===== config.mk =====
export PLATFORM = sky130hd
export DESIGN_NAME = mul_step_seq_flat
export DESIGN_NICKNAME = d
export VERILOG_FILES = /design/src/rtl/mul_step_seq_if.sv /design/src/rtl/mul_step_seq.sv /design/src/flat_wrapper.sv
export SDC_FILE = /design/constraint.sdc
export NUM_CORES = 1
export LEC_CHECK = 0
export ABC_AREA = 1
export BUFFER_PORTS_ARGS = -buffer_cell sky130_fd_sc_hd__clkbuf_2
export CORE_MARGIN = 2
export CORE_UTILIZATION = 47
export DETAILED_ROUTE_END_ITERATION = 10
export HOLD_SLACK_MARGIN = 0.03
export PLACE_DENSITY = 0.89
export SLEW_MARGIN = 20
export SYNTH_ARGS = -nofsm -noshare
export SYNTH_HDL_FRONTEND = slang
export SYNTH_SLANG_ARGS = --single-unit

===== constraint.sdc =====
create_clock -name clk -period 3.4 [get_ports clk]
set_input_delay 0.17 -clock clk [delete_from_list [all_inputs] [get_ports clk]]
set_output_delay 0.17 -clock clk [all_outputs]
set_load 0.01 [all_outputs]

===== src/rtl/mul_step_seq_if.sv =====
// ============================================================================
// mul_step_seq_if
// ----------------------------------------------------------------------------
// Bundles the signals between the multiply sequencer, its controlling
// microsequencer and the cascaded mc10181 adder slices.
//
// Vectors are big-endian [0:N-1]; bit 0 is the MSB.
//
// Signals:
//   start    controller -> seq   begin a multiply (sampled only in IDLE)
//   md       controller -> seq   multiplicand, captured on accepted start
//   mq       controller -> seq   multiplier, captured on accepted start
//   busy     seq -> controller   high while stepping
//   done     seq -> controller   one-cycle pulse, product valid
//   prodHi   seq -> controller   high half of the product (AC)
//   prodLo   seq -> controller   low half of the product (MQ)
//   aluS     seq -> slices       S[0:3] function select to every slice
//   aluM     seq -> slices       mode (1 = logic, 0 = arithmetic)
//   aluCIN   seq -> slices       carry into the least-significant slice
//   aluA     seq -> slices       A operand (always AC)
//   aluB     seq -> slices       B operand (always MD)
//   aluF     slices -> seq       combinational result
//   aluCOUT  slices -> seq       carry out of the most-significant slice
//
// Modports:
//   slave  : the sequencer side (mul_step_seq)
//   master : the controller / adder side
// ============================================================================
interface mul_step_seq_if #(
    parameter int WIDTH = 36
);
    logic               start;
    logic [0:WIDTH-1]   md;
    logic [0:WIDTH-1]   mq;
    logic               busy;
    logic               done;
    logic [0:WIDTH-1]   prodHi;
    logic [0:WIDTH-1]   prodLo;
    logic [0:3]         aluS;
    logic               aluM;
    logic               aluCIN;
    logic [0:WIDTH-1]   aluA;
    logic [0:WIDTH-1]   aluB;
    logic [0:WIDTH-1]   aluF;
    logic               aluCOUT;

    modport slave (
        input  start, md, mq, aluF, aluCOUT,
        output busy, done, prodHi, prodLo,
        output aluS, aluM, aluCIN, aluA, aluB
    );

    modport master (
        output start, md, mq, aluF, aluCOUT,
        input  busy, done, prodHi, prodLo,
        input  aluS, aluM, aluCIN, aluA, aluB
    );
endinterface


===== src/rtl/mul_step_seq.sv =====
// ============================================================================
// mul_step_seq
// ----------------------------------------------------------------------------
// Iterative unsigned shift-and-add multiplier sequencer. It does not contain
// an adder: it drives an external WIDTH-bit adder made of cascaded mc10181
// slices (function select, mode, carry-in, A = AC, B = MD) and captures the
// adder result F plus the top carry-out once per clock.
//
// Each RUN step:
//   F      = MQ.lsb ? AC + MD : AC        (carry-out 0 when passing AC)
//   AC    <= {COUT, F[0:WIDTH-2]}         (sum shifted right, carry re-enters)
//   MQ    <= {F[WIDTH-1], MQ[0:WIDTH-2]}  (sum LSB shifts into the multiplier)
// After WIDTH steps {AC, MQ} holds the 2*WIDTH-bit unsigned product.
//
// Ports:
//   clk    sole clock, rising edge
//   reset  synchronous, active-high; returns to IDLE with all registers zero
//   bus    mul_step_seq_if.slave: start/md/mq handshake, busy/done status,
//          prodHi/prodLo product and the adder-slice bus
//
// Parameters:
//   WIDTH  operand width; a multiple of 4 (one mc10181 per nibble)
// ============================================================================
module mul_step_seq #(
    parameter int WIDTH = 36
) (
    input  logic              clk,
    input  logic              reset,
    mul_step_seq_if.slave     bus
);

    localparam int CW = $clog2(WIDTH + 1);

    // mc10181 function codes used by the sequencer
    localparam logic [0:3] S_ADD   = 4'b0110;   // M=0: F = A plus B
    localparam logic [0:3] S_PASSA = 4'b0000;   // M=0: F = A, no carry
    localparam logic [0:3] S_LOGIC = 4'b1111;   // M=1: F = A, adder idle

    typedef enum logic [1:0] {
        ST_IDLE = 2'd0,
        ST_RUN  = 2'd1,
        ST_DONE = 2'd2
    } state_t;

    state_t             state_reg, state_next;
    logic [0:WIDTH-1]   ac_reg,    ac_next;
    logic [0:WIDTH-1]   mq_reg,    mq_next;
    logic [0:WIDTH-1]   md_reg,    md_next;
    logic [CW-1:0]      cnt_reg,   cnt_next;

    logic [0:3]         alu_s;
    logic               alu_m;
    logic               alu_cin;

    // ------------------------------------------------------------------
    // State and datapath registers
    // ------------------------------------------------------------------
    always_ff @(posedge clk) begin
        if (reset) begin
            state_reg <= ST_IDLE;
            ac_reg    <= '0;
            mq_reg    <= '0;
            md_reg    <= '0;
            cnt_reg   <= '0;
        end else begin
            state_reg <= state_next;
            ac_reg    <= ac_next;
            mq_reg    <= mq_next;
            md_reg    <= md_next;
            cnt_reg   <= cnt_next;
        end
    end

    // ------------------------------------------------------------------
    // Next-state, datapath update and adder control
    // ------------------------------------------------------------------
    always_comb begin
        state_next = state_reg;
        ac_next    = ac_reg;
        mq_next    = mq_reg;
        md_next    = md_reg;
        cnt_next   = cnt_reg;
        // Quiescent adder setting: logic mode, F follows A
        alu_s      = S_LOGIC;
        alu_m      = 1'b1;
        alu_cin    = 1'b0;

        unique case (state_reg)
            ST_IDLE: begin
                if (bus.start) begin
                    md_next    = bus.md;
                    mq_next    = bus.mq;
                    ac_next    = '0;
                    cnt_next   = CW'(WIDTH);
                    state_next = ST_RUN;
                end
            end

            ST_RUN: begin
                // The multiplier LSB picks add-or-pass for this step
                alu_s   = mq_reg[WIDTH-1] ? S_ADD : S_PASSA;
                alu_m   = 1'b0;
                alu_cin = 1'b0;

                // The carry-out is the bit a WIDTH-bit sum would lose; it
                // becomes the new MSB of AC as everything shifts right.
                ac_next  = {bus.aluCOUT, bus.aluF[0:WIDTH-2]};
                mq_next  = {bus.aluF[WIDTH-1], mq_reg[0:WIDTH-2]};
                cnt_next = cnt_reg - CW'(1);

                if (cnt_reg == CW'(1)) begin
                    state_next = ST_DONE;
                end
            end

            ST_DONE: begin
                state_next = ST_IDLE;
            end

            default: begin
                state_next = ST_IDLE;
            end
        endcase
    end

    // ------------------------------------------------------------------
    // Outputs
    // ------------------------------------------------------------------
    assign bus.busy   = (state_reg == ST_RUN);
    assign bus.done   = (state_reg == ST_DONE);
    assign bus.prodHi = ac_reg;
    assign bus.prodLo = mq_reg;
    assign bus.aluS   = alu_s;
    assign bus.aluM   = alu_m;
    assign bus.aluCIN = alu_cin;
    assign bus.aluA   = ac_reg;
    assign bus.aluB   = md_reg;

endmodule


===== src/flat_wrapper.sv =====
// flat-port wrapper written by rule: the top's interface ports become plain ports
module mul_step_seq_flat 
#(
    parameter int WIDTH = 36
)
  (clk, reset, bus_start, bus_md, bus_mq, bus_aluF, bus_aluCOUT, bus_busy, bus_done, bus_prodHi, bus_prodLo, bus_aluS, bus_aluM, bus_aluCIN, bus_aluA, bus_aluB);
  mul_step_seq_if #(.WIDTH(WIDTH)) bus_i ();
  input  logic clk;
  input  logic reset;
  input wire logic [$bits(bus_i.start)-1:0] bus_start;
  input wire logic [$bits(bus_i.md)-1:0] bus_md;
  input wire logic [$bits(bus_i.mq)-1:0] bus_mq;
  input wire logic [$bits(bus_i.aluF)-1:0] bus_aluF;
  input wire logic [$bits(bus_i.aluCOUT)-1:0] bus_aluCOUT;
  output wire logic [$bits(bus_i.busy)-1:0] bus_busy;
  output wire logic [$bits(bus_i.done)-1:0] bus_done;
  output wire logic [$bits(bus_i.prodHi)-1:0] bus_prodHi;
  output wire logic [$bits(bus_i.prodLo)-1:0] bus_prodLo;
  output wire logic [$bits(bus_i.aluS)-1:0] bus_aluS;
  output wire logic [$bits(bus_i.aluM)-1:0] bus_aluM;
  output wire logic [$bits(bus_i.aluCIN)-1:0] bus_aluCIN;
  output wire logic [$bits(bus_i.aluA)-1:0] bus_aluA;
  output wire logic [$bits(bus_i.aluB)-1:0] bus_aluB;
  assign bus_i.start = bus_start;
  assign bus_i.md = bus_md;
  assign bus_i.mq = bus_mq;
  assign bus_i.aluF = bus_aluF;
  assign bus_i.aluCOUT = bus_aluCOUT;
  assign bus_busy = bus_i.busy;
  assign bus_done = bus_i.done;
  assign bus_prodHi = bus_i.prodHi;
  assign bus_prodLo = bus_i.prodLo;
  assign bus_aluS = bus_i.aluS;
  assign bus_aluM = bus_i.aluM;
  assign bus_aluCIN = bus_i.aluCIN;
  assign bus_aluA = bus_i.aluA;
  assign bus_aluB = bus_i.aluB;
  mul_step_seq #(.WIDTH(WIDTH)) u_core (.clk(clk), .reset(reset), .bus(bus_i));
endmodule

# Yosys cells after proc, flatten, opt, wreduce, memory -nomap -nowiden

Index checks and enable logic that the tools add are counted.

Register bits: 116
Bits in latches: 0
Bits in writable memories: 0
Bits in read-only memories: 0
Input port bits: 112
Output and inout port bits: 152
Logic and storage cells: 28
Memories: 0

Add/sub/neg operators: 1
$mul: 0
Divide/modulo/power cells: 0
Order comparisons: 0
Equality and inequality tests: 5
Shift-type cells: 0
Mux-type cells: 12
Bitwise logic cells: 0
Reductions and logical operators: 5

Operators with widths:

| kind                                                                     | count |
|---|---|
| 36-bit case mux with 2 select lines                                      | 2 |
| 36-bit two-way mux                                                       | 2 |
| 6-bit case mux with 2 select lines                                       | 1 |
| 6-bit by 1-bit == test with 1-bit output (second input constant)         | 1 |
| 6-bit two-way mux                                                        | 1 |
| 2-bit AND reduction                                                      | 3 |
| 6-bit by 1-bit subtractor with 6-bit output (second input constant)      | 1 |
| 2-bit two-way mux                                                        | 2 |
| 4-bit two-way mux                                                        | 1 |
| 2-bit case mux with 2 select lines                                       | 1 |
| 3-bit two-way mux                                                        | 1 |
| 2-bit by 1-bit == test with 1-bit output (second input constant)         | 1 |
| 2-bit == test (second input constant)                                    | 1 |
| 2-bit logical NOT                                                        | 1 |
| 2-bit by 1-bit inequality test with 1-bit output (second input constant) | 1 |
| 2-bit inequality test (second input constant)                            | 1 |
| 2-bit nonzero test                                                       | 1 |
| 1-bit two-way mux                                                        | 1 |

# Depth between registers and ports, before layout

Gate-level depths: netlist (run 1).

Depth after elaboration: 3
Depth in mapped cells: 7
Gate-level depth less buffers: 6

# Least setup slack after synthesis (run 1)

OpenSTA, ideal clock, no wires.

Path kind: reg2out
Start: reg u_core.state_reg[0]
End: out bus_aluS[2]
Data arrival time: 1.107 ns
Data required time: 3.230 ns
Slack: 2.123 ns
Stages on the path, launching flop included: 4
Buffers on the path: 1
Path through: dfxtp_1 nand2_1 or2_2 buf_4

Cells in the longest elaborated chain, start to end: 2

Ends and longest elaborated chain:

| what                                     | RTL line           | text |
|---|---|---|
| from (decl)                              | mul_step_seq.sv:45 | `state_t state_reg, state_next;` |
| from (signal assigned)                   | mul_step_seq.sv:66 | `state_reg <= state_next;` |
| 2-bit by 1-bit == test with 1-bit output | mul_step_seq.sv:88 | `unique case (state_reg)` |
| 4-bit two-way mux                        | mul_step_seq.sv:88 |  |
| to (decl)                                | flat_wrapper.sv:19 | `output wire logic [$bits(bus_i.aluS)-1:0] bus_aluS;` |

Every way passes these cells.

# Final worst setup path (run 1)

Start: reg u_core.state_reg[1]
End: reg u_core.mq_reg (netlist bit u_core.bus.prodLo[0])

Cells in the longest elaborated chain, start to end: 3
Elaborated cells on any way between the ends: 6
Those cells by class: 2 x eq/ne; 1 x mux; 3 x reduce/logical

Ends and longest elaborated chain:

| what                                                                                 | RTL line           | text |
|---|---|---|
| 2-bit by 1-bit == test with 1-bit output / 2-bit logical NOT (equally long branches) | mul_step_seq.sv:88 |  |
| 2-bit nonzero test (no source line) / 2-bit inequality test (equally long branches)  | --                 |  |
| 2-bit AND reduction (no source line)                                                 | --                 |  |
| to (signal assigned)                                                                 | mul_step_seq.sv:68 | `mq_reg <= mq_next;` |
| to (decl)                                                                            | mul_step_seq.sv:47 | `logic [0:WIDTH-1] mq_reg, mq_next;` |

Several ways; a longest one is shown, not always the timed one.
A chain may end at the register's enable or synchronous reset.

==> results of run 1 <==
[final timing paths]
kind	startpoint	end	slack (ps)	depth (start not counted)
max reg2reg	u_core.state_reg[1]	u_core.bus.prodLo[0]	1400	6
min	reset	u_core.cnt_reg[2]	320	3
max	u_core.state_reg[1]	u_core.bus.prodLo[0]	1400	6
min reg2reg	u_core.bus.aluB[8]	u_core.bus.aluB[8]	480	2
[power groups by stage]
stage	Clock, mW	Sequential (mW)	Combinational [mW]
detailed placement	0	1.56	0.538
finish	1.76	1.54	0.665
CTS	1.78	1.53	0.640
global placement	0	1.55	0.532
global route	1.84	1.55	0.717
floorplan	0	1.59	0.304
[layout by cell type (no fill, tap or decap)]
master,count
clkinvlp_4,3
clkinv_2,2
bufinv_16,3
o21ai_1,4
nor2_4,3
a21oi_1,3
dlygate4sd3_1,109
clkbuf_2,262
nand2_1,74
a22oi_1,36
conb_1,1
inv_1,7
o21ai_0,34
a31oi_1,24
clkbuf_16,16
or2_2,1
ha_1,2
nand3_1,62
buf_12,1
inv_2,3
dfxtp_1,116
o21ai_4,1
buf_4,6
clkinv_4,4
nor2_1,122
nand3_2,1
clkbuf_1,1
nand4_1,3
clkbuf_8,2
[per-stage QoR]
step                      setup WS [ps]  std cells  instance area, um2  power, mW  hold WS, ps
final                              1400       1039                7368      3.959        320.8
after floorplan                    2123        580                4657      1.895        283.2
after global placement             1397        899                5688      2.085        369.4
after detailed placement           1330        899                5688      2.095        376.5
after global routing               1316       1039                7368      4.108        324.4
after CTS                          1456       1039                7368      3.950        280.2
[worst min-delay path, stage by stage]
cell and delay (ps):
clkbuf_2 100, buf_4 310, a21oi_1 190
[area by class of cell]
cell class                      instances  area share
Clock buffer                           19     0.05858
Clock inverter                         12     0.02140
Inverter                               10    0.005094
Multi-Input combinational cell        371      0.2423
Sequential cell                       116      0.3152
Tap cell                              133     0.02258
Timing Repair Buffer                  378      0.3349
[per-layer routing]
layer / vias up / share of wire / global-route usage
met4: 0 / 0.043 / 0.1737
met1: 2473 / 0.37 / 0.3280
met5: - / 0 / 0
met2: 301 / 0.52 / 0.5274
li1: 2536 / - / -
met3: 57 / 0.069 / 0.06482
[repair_timing]
item	4_1_cts	5_1_grt
resized for setup	0	0
hold buffers	109	0
endpoints found under the setup margin	0	0
endpoints found under the hold margin	108	0
[cells by family (layout without fill, tap and decap cells)]
family | after synthesis | after routing | share of synthesized area
compound gates | 102 | 102 | 0.1362
fa+ha+maj | 2 | 2 | 0.005373
buf+inv | 93 | 419 | 0.1196
flops | 116 | 116 | 0.4987
other cells | 1 | 1 | 0.0008052
simple gates | 266 | 266 | 0.2394
==> impl_metrics.py, run 1 <==
metrics = {
    "power_and_ir_drop": {
        "clock_power_share": 0.444,
        "combPwrFrac": 0.168,
        "switching_share": 0.2691,
        "power.internal_mw": 2.894,
        "netSwitchingPower_mw": 1.065,
        "power.leakage_nw": 3.497,
        "p_seq_frac": 0.388,
        "vdd.ir_drop.worst_mv": 0.2865,
        "power.density_nw_per_um2": 537.3,
    },
    "setup_path": {
        "worstPathCellList": "inv_2 -> o21ai_4 -> buf_4 -> nand2_1 -> a31oi_1 -> dlygate4sd3_1",
        "worstSetupPathType": "reg -> reg",
        "max_stage_delay_ps": 560,
        "critPathLaunchType": "flip-flop",
        "critPathCaptureType": "flip-flop",
        "cp_top_family": "buffers and inverters",
        "crit_slowest_cell": "dlygate4sd3_1",
        "crit_arrival_ps": 2430,
        "crit_fanout": 39,
        "cp_data_required_time_ps": 3830,
        "path_buf_inv": 3,
    },
    "timing": {
        "rsz0062_at_grt": "no",
        "skew_ps": 19.27,
        "fin_setup_tns_ps": 0,
        "relSlewSlack": 0.3574,
        "maxSlewViolCount": 0,
        "post-route-period-util": 0.5883,
        "setup_viol": 0,
        "period_needed_ps": 2000,
        "fmax_ghz": 0.5000,
        "hold_violations": 0,
        "tightest_slew_ps": 960.3,
    },
    "global_routing": {
        "overflow": 0,
        "grtUsageTotal": 0.2978,
        "grt_pass1_vias": 5235,
        "antenna_found_initial": 0,
        "grt_pass1_wl_um": 25860,
        "grt_max_degree": 66,
    },
    "placed_design": {
        "dp_hpwl_um": 8636,
        "port_buffers": 262,
        "globalplace.congestion": 0.7876,
    },
    "floorplanning": {
        "num_rows": 36,
        "start_util": 0.4809,
        "die_area_um2": 10720,
        "io_pins": 264,
        "die_y_um": 103.5,
        "die_x_um": 103.5,
        "coreArea_um2": 9684,
    },
    "synthesis": {
        "synth_common_cells": "122 x nor2_1, 116 x dfxtp_1, 74 x nand2_1",
        "ys_ff_latch": 116,
        "syn_area_um2": 4657,
        "yosysTopAreaCellShare": 0.4987,
        "synth-main-ff-cell": "dfxtp_1",
        "syn_avg_cell_area_um2": 8.029,
        "ys_async_sr_fraction": 0,
        "syn_inst": 580,
        "synth_edf_count": 0,
        "synth_area_leaders": "dfxtp_1 50%, nor2_1 9.8%, buf_4 7.7%",
        "ys_warn_count": 0,
        "synth.largest_area_cell": "dfxtp_1",
        "yosysSeqAreaShare": 0.4987,
        "synth_most_common_cell": "nor2_1",
        "synth_nets": 694,
        "ys_types": 24,
    },
    "clock_tree": {
        "cts_setup_buffers": 0,
        "cts_sinks": 116,
        "cts_tree": "yes",
        "cts-buffers-inserted": 17,
        "clock_latency_ps": 500,
        "cts.clk_slew.worst_paths_ps": 60,
        "cts_max_level": 4,
        "clk_path_buf_depth": 2,
        "clockRootBuffer": "clkbuf_8",
    },
    "finish": {
        "layout.nets": 1008,
        "antennaDiodeCount": 0,
        "drive_above_1_share": 0.3400,
        "nFillCells": 648,
        "multi_input_area_um2": 1785,
        "seqCellArea_um2": 2322,
        "area_growth_pct": 58.22,
        "finish.utilization": 0.7609,
    },
    "routing": {
        "drt-vias-per-instance": 5.166,
        "wl_per_cell_um": 15.75,
        "drc": 0,
        "postRouteAntennaNets": 0,
        "totalWireLength_um": 16370,
        "drt_pass1_iterations": 5,
        "vias": 5367,
        "drt_iter0_drc": 412,
    },
    "job": {
        "cap_viol_max_count": 0,
    },
    "min_path": {
        "hold_class": "in -> reg",
    },
    "outcome": {
        "outcome": "completed",
    },
}
Note: power is estimated with default switching activity, not from simulation.
==> inputs of run 2 (changes only) <==
- CORE_UTILIZATION: 47 -> 40
- PLACE_DENSITY: 0.89 -> 0.81
- clock period: 3.4 -> 1.63 ns (I/O delays scaled with it)
==> run 2 against run 1 <==
  * Count of clock-buffer cells in the layout grew 2
  * Global-route usage down 3.2 points
  * Sequential share of layout area decreased by 0.60 points
  * Critical path depth down 2
  * Die area increased by 17%
  * Non-clock buffer count rose by 9
  * Cell count is 1.8% higher
  * Hold slack worse by 140 ps
  * Combinational power increased by 120%
  * Critical endpoint is now bus_aluS[2]
==> impl_metrics.py, run 2 (synthesized netlist as in run 1, its figures left out) <==
metrics = {
    "timing": {
        "fin_setup_tns_ps": 0,
        "hold_violations": 0,
        "setup_viol": 0,
        "period_needed_ps": 1531,
        "setup_ws_ps": 99.39,
        "maxSlewViolCount": 0,
        "fmax_ghz": 0.6533,
        "post-route-period-util": 0.9390,
        "rsz0062_at_grt": "no",
        "skew_ps": 5.799,
    },
    "power_and_ir_drop": {
        "power.density_nw_per_um2": 1137,
        "p_seq_frac": 0.375,
        "power.internal_mw": 6.328,
        "clock_power_share": 0.457,
        "power.leakage_nw": 3.566,
        "combPwrFrac": 0.168,
        "netSwitchingPower_mw": 2.221,
        "switching_share": 0.2598,
        "vdd.ir_drop.worst_mv": 0.6948,
    },
    "routing": {
        "totalWireLength_um": 16830,
        "drc": 0,
        "wl_met3_um": 1324,
        "wl_met1_um": 6384,
        "drt_pass1_iterations": 6,
        "dr.max_layer_used": "met4",
        "route.met2.wl_um": 8519,
        "drt_iter0_drc": 383,
        "drt-vias-per-instance": 5.164,
        "postRouteAntennaNets": 0,
        "vias": 5464,
        "wl_per_cell_um": 15.91,
    },
    "placed_design": {
        "dp_cells": 917,
        "globalplace.congestion": 0.8080,
        "dp_hpwl_um": 9308,
        "place_area_um2": 5798,
        "port_buffers": 262,
        "pre_cts_ws_ps": 282.2,
    },
    "finish": {
        "nFillCells": 837,
        "layout_common_cells": "262 x clkbuf_2, 122 x nor2_1, 114 x dfxtp_1, 110 x dlygate4sd3_1, 73 x nand2_1",
        "antennaDiodeCount": 0,
        "final_common_cell": "clkbuf_2",
        "finish.utilization": 0.6614,
        "drive_above_1_share": 0.3464,
        "stdcell_count": 1058,
        "fin_area_um2": 7520,
        "layout.nets": 1017,
        "area_growth_pct": 61.47,
    },
    "clock_tree": {
        "cts_tree": "yes",
        "cts_sinks": 116,
        "cts.clk_slew.worst_paths_ps": 50,
        "cts-buffers-inserted": 17,
        "clk_path_buf_depth": 2,
        "cts_max_level": 4,
        "clock_latency_ps": 400,
        "clockRootBuffer": "clkbuf_16",
    },
    "floorplanning": {
        "coreArea_um2": 11370,
        "io_pins": 264,
        "die_area_um2": 12520,
        "start_util": 0.4096,
        "num_rows": 39,
        "die_y_um": 111.9,
        "die_x_um": 111.9,
    },
    "setup_path": {
        "crit_fanout": 5,
        "critPathCaptureType": "primary output",
        "cp_top_family": "simple AND/OR/NAND/NOR gates",
        "worstPathCellList": "inv_2 -> nand2_2 -> or2_2 -> clkbuf_2",
        "path_buf_inv": 2,
        "worstSetupPathType": "reg -> out",
        "max_stage_delay_ps": 370,
        "crit_slowest_cell": "dfxtp_2",
        "reg2reg_depth": 5,
        "critPathLaunchType": "flip-flop",
        "crit_arrival_ps": 1450,
        "cp_data_required_time_ps": 1550,
        "cp.depth": 4,
    },
    "global_routing": {
        "grt_max_degree": 58,
        "grtUsageTotal": 0.2660,
        "grt_pass1_wl_um": 26860,
        "grt_pass1_vias": 5344,
        "antenna_found_initial": 0,
        "overflow": 0,
    },
    "job": {
        "cap_viol_max_count": 0,
    },
    "outcome": {
        "outcome": "completed",
    },
    "min_path": {
        "hold_class": "in -> reg",
        "min_path_cells": 5,
    },
}
[run 2: changes by cell type in the layout (fill, tap and decap cells not counted), sizes merged]
cell and delta:
buf +8, bufinv +1, clkbuf +2, clkinv -1, clkinvlp -1, dlygate4sd3 +1, inv -1
[run 2: path summary, 6_finish.rpt]
check,to,start,slack (ps)
max reg2reg,u_core.bus.aluB[10],u_core.state_reg[1],320
max,bus_aluS[2],u_core.state_reg[1],100
min,u_core.bus.aluB[34],bus_start,180
min reg2reg,u_core.bus.aluB[7],u_core.bus.aluB[7],480
[run 2: what timing repair did]
item | CTS | global route
endpoints found under the hold margin | 108 | 0
resized for setup | 2 | 1
setup endpoints to repair | 3 | 2
hold buffers | 110 | 0
setup buffers | 0 | 0
pin swaps | 0 | 0
[run 2: stage by stage]
step | hold slack, ps | total power, mW
global placement | 283.4 | 4.400
detailed placement | 286.5 | 4.424
floorplan | 194.7 | 3.953
global route | 230.5 | 8.884
CTS | 170.0 | 8.513
finish | 178.6 | 8.549
[run 2: layout make-up]
type                       instances  area [um2]  area share
sequential                       116        2325      0.3092
tap                              143       178.9     0.02379
inverter                          10       37.54    0.004992
clock inverter                    10       155.1     0.02063
multi-input combinational        371        1788      0.2378
timing repair buffer             387        2575      0.3424
clock buffer                      21       460.4     0.06123
[run 2: power by group through the flow]
stage               logic, mW  clock network, mW  registers [mW]
floorplan               0.635                  0            3.32
global placement         1.16                  0            3.24
detailed placement       1.18                  0            3.25
CTS                      1.40               3.92            3.19
global route             1.56               4.10            3.23
finish                   1.44               3.90            3.21
[run 2: routing by layer]
| layer | global-route usage | up-vias |
|---|---|---|
| li1 | - | 2549 |
| met1 | 0.2929 | 2528 |
| met2 | 0.4598 | 329 |
| met3 | 0.07567 | 58 |
| met4 | 0.1498 | 0 |
| met5 | 0 | - |
[run 2: worst reg2reg max path: cells and delay by family (launching register included)]
kind	cells	cell delay (ps)
flip-flops	1	370
AND/OR/NAND/NOR	3	340
AO/OA/AOI/OAI	1	260
buffers and inverters	1	220
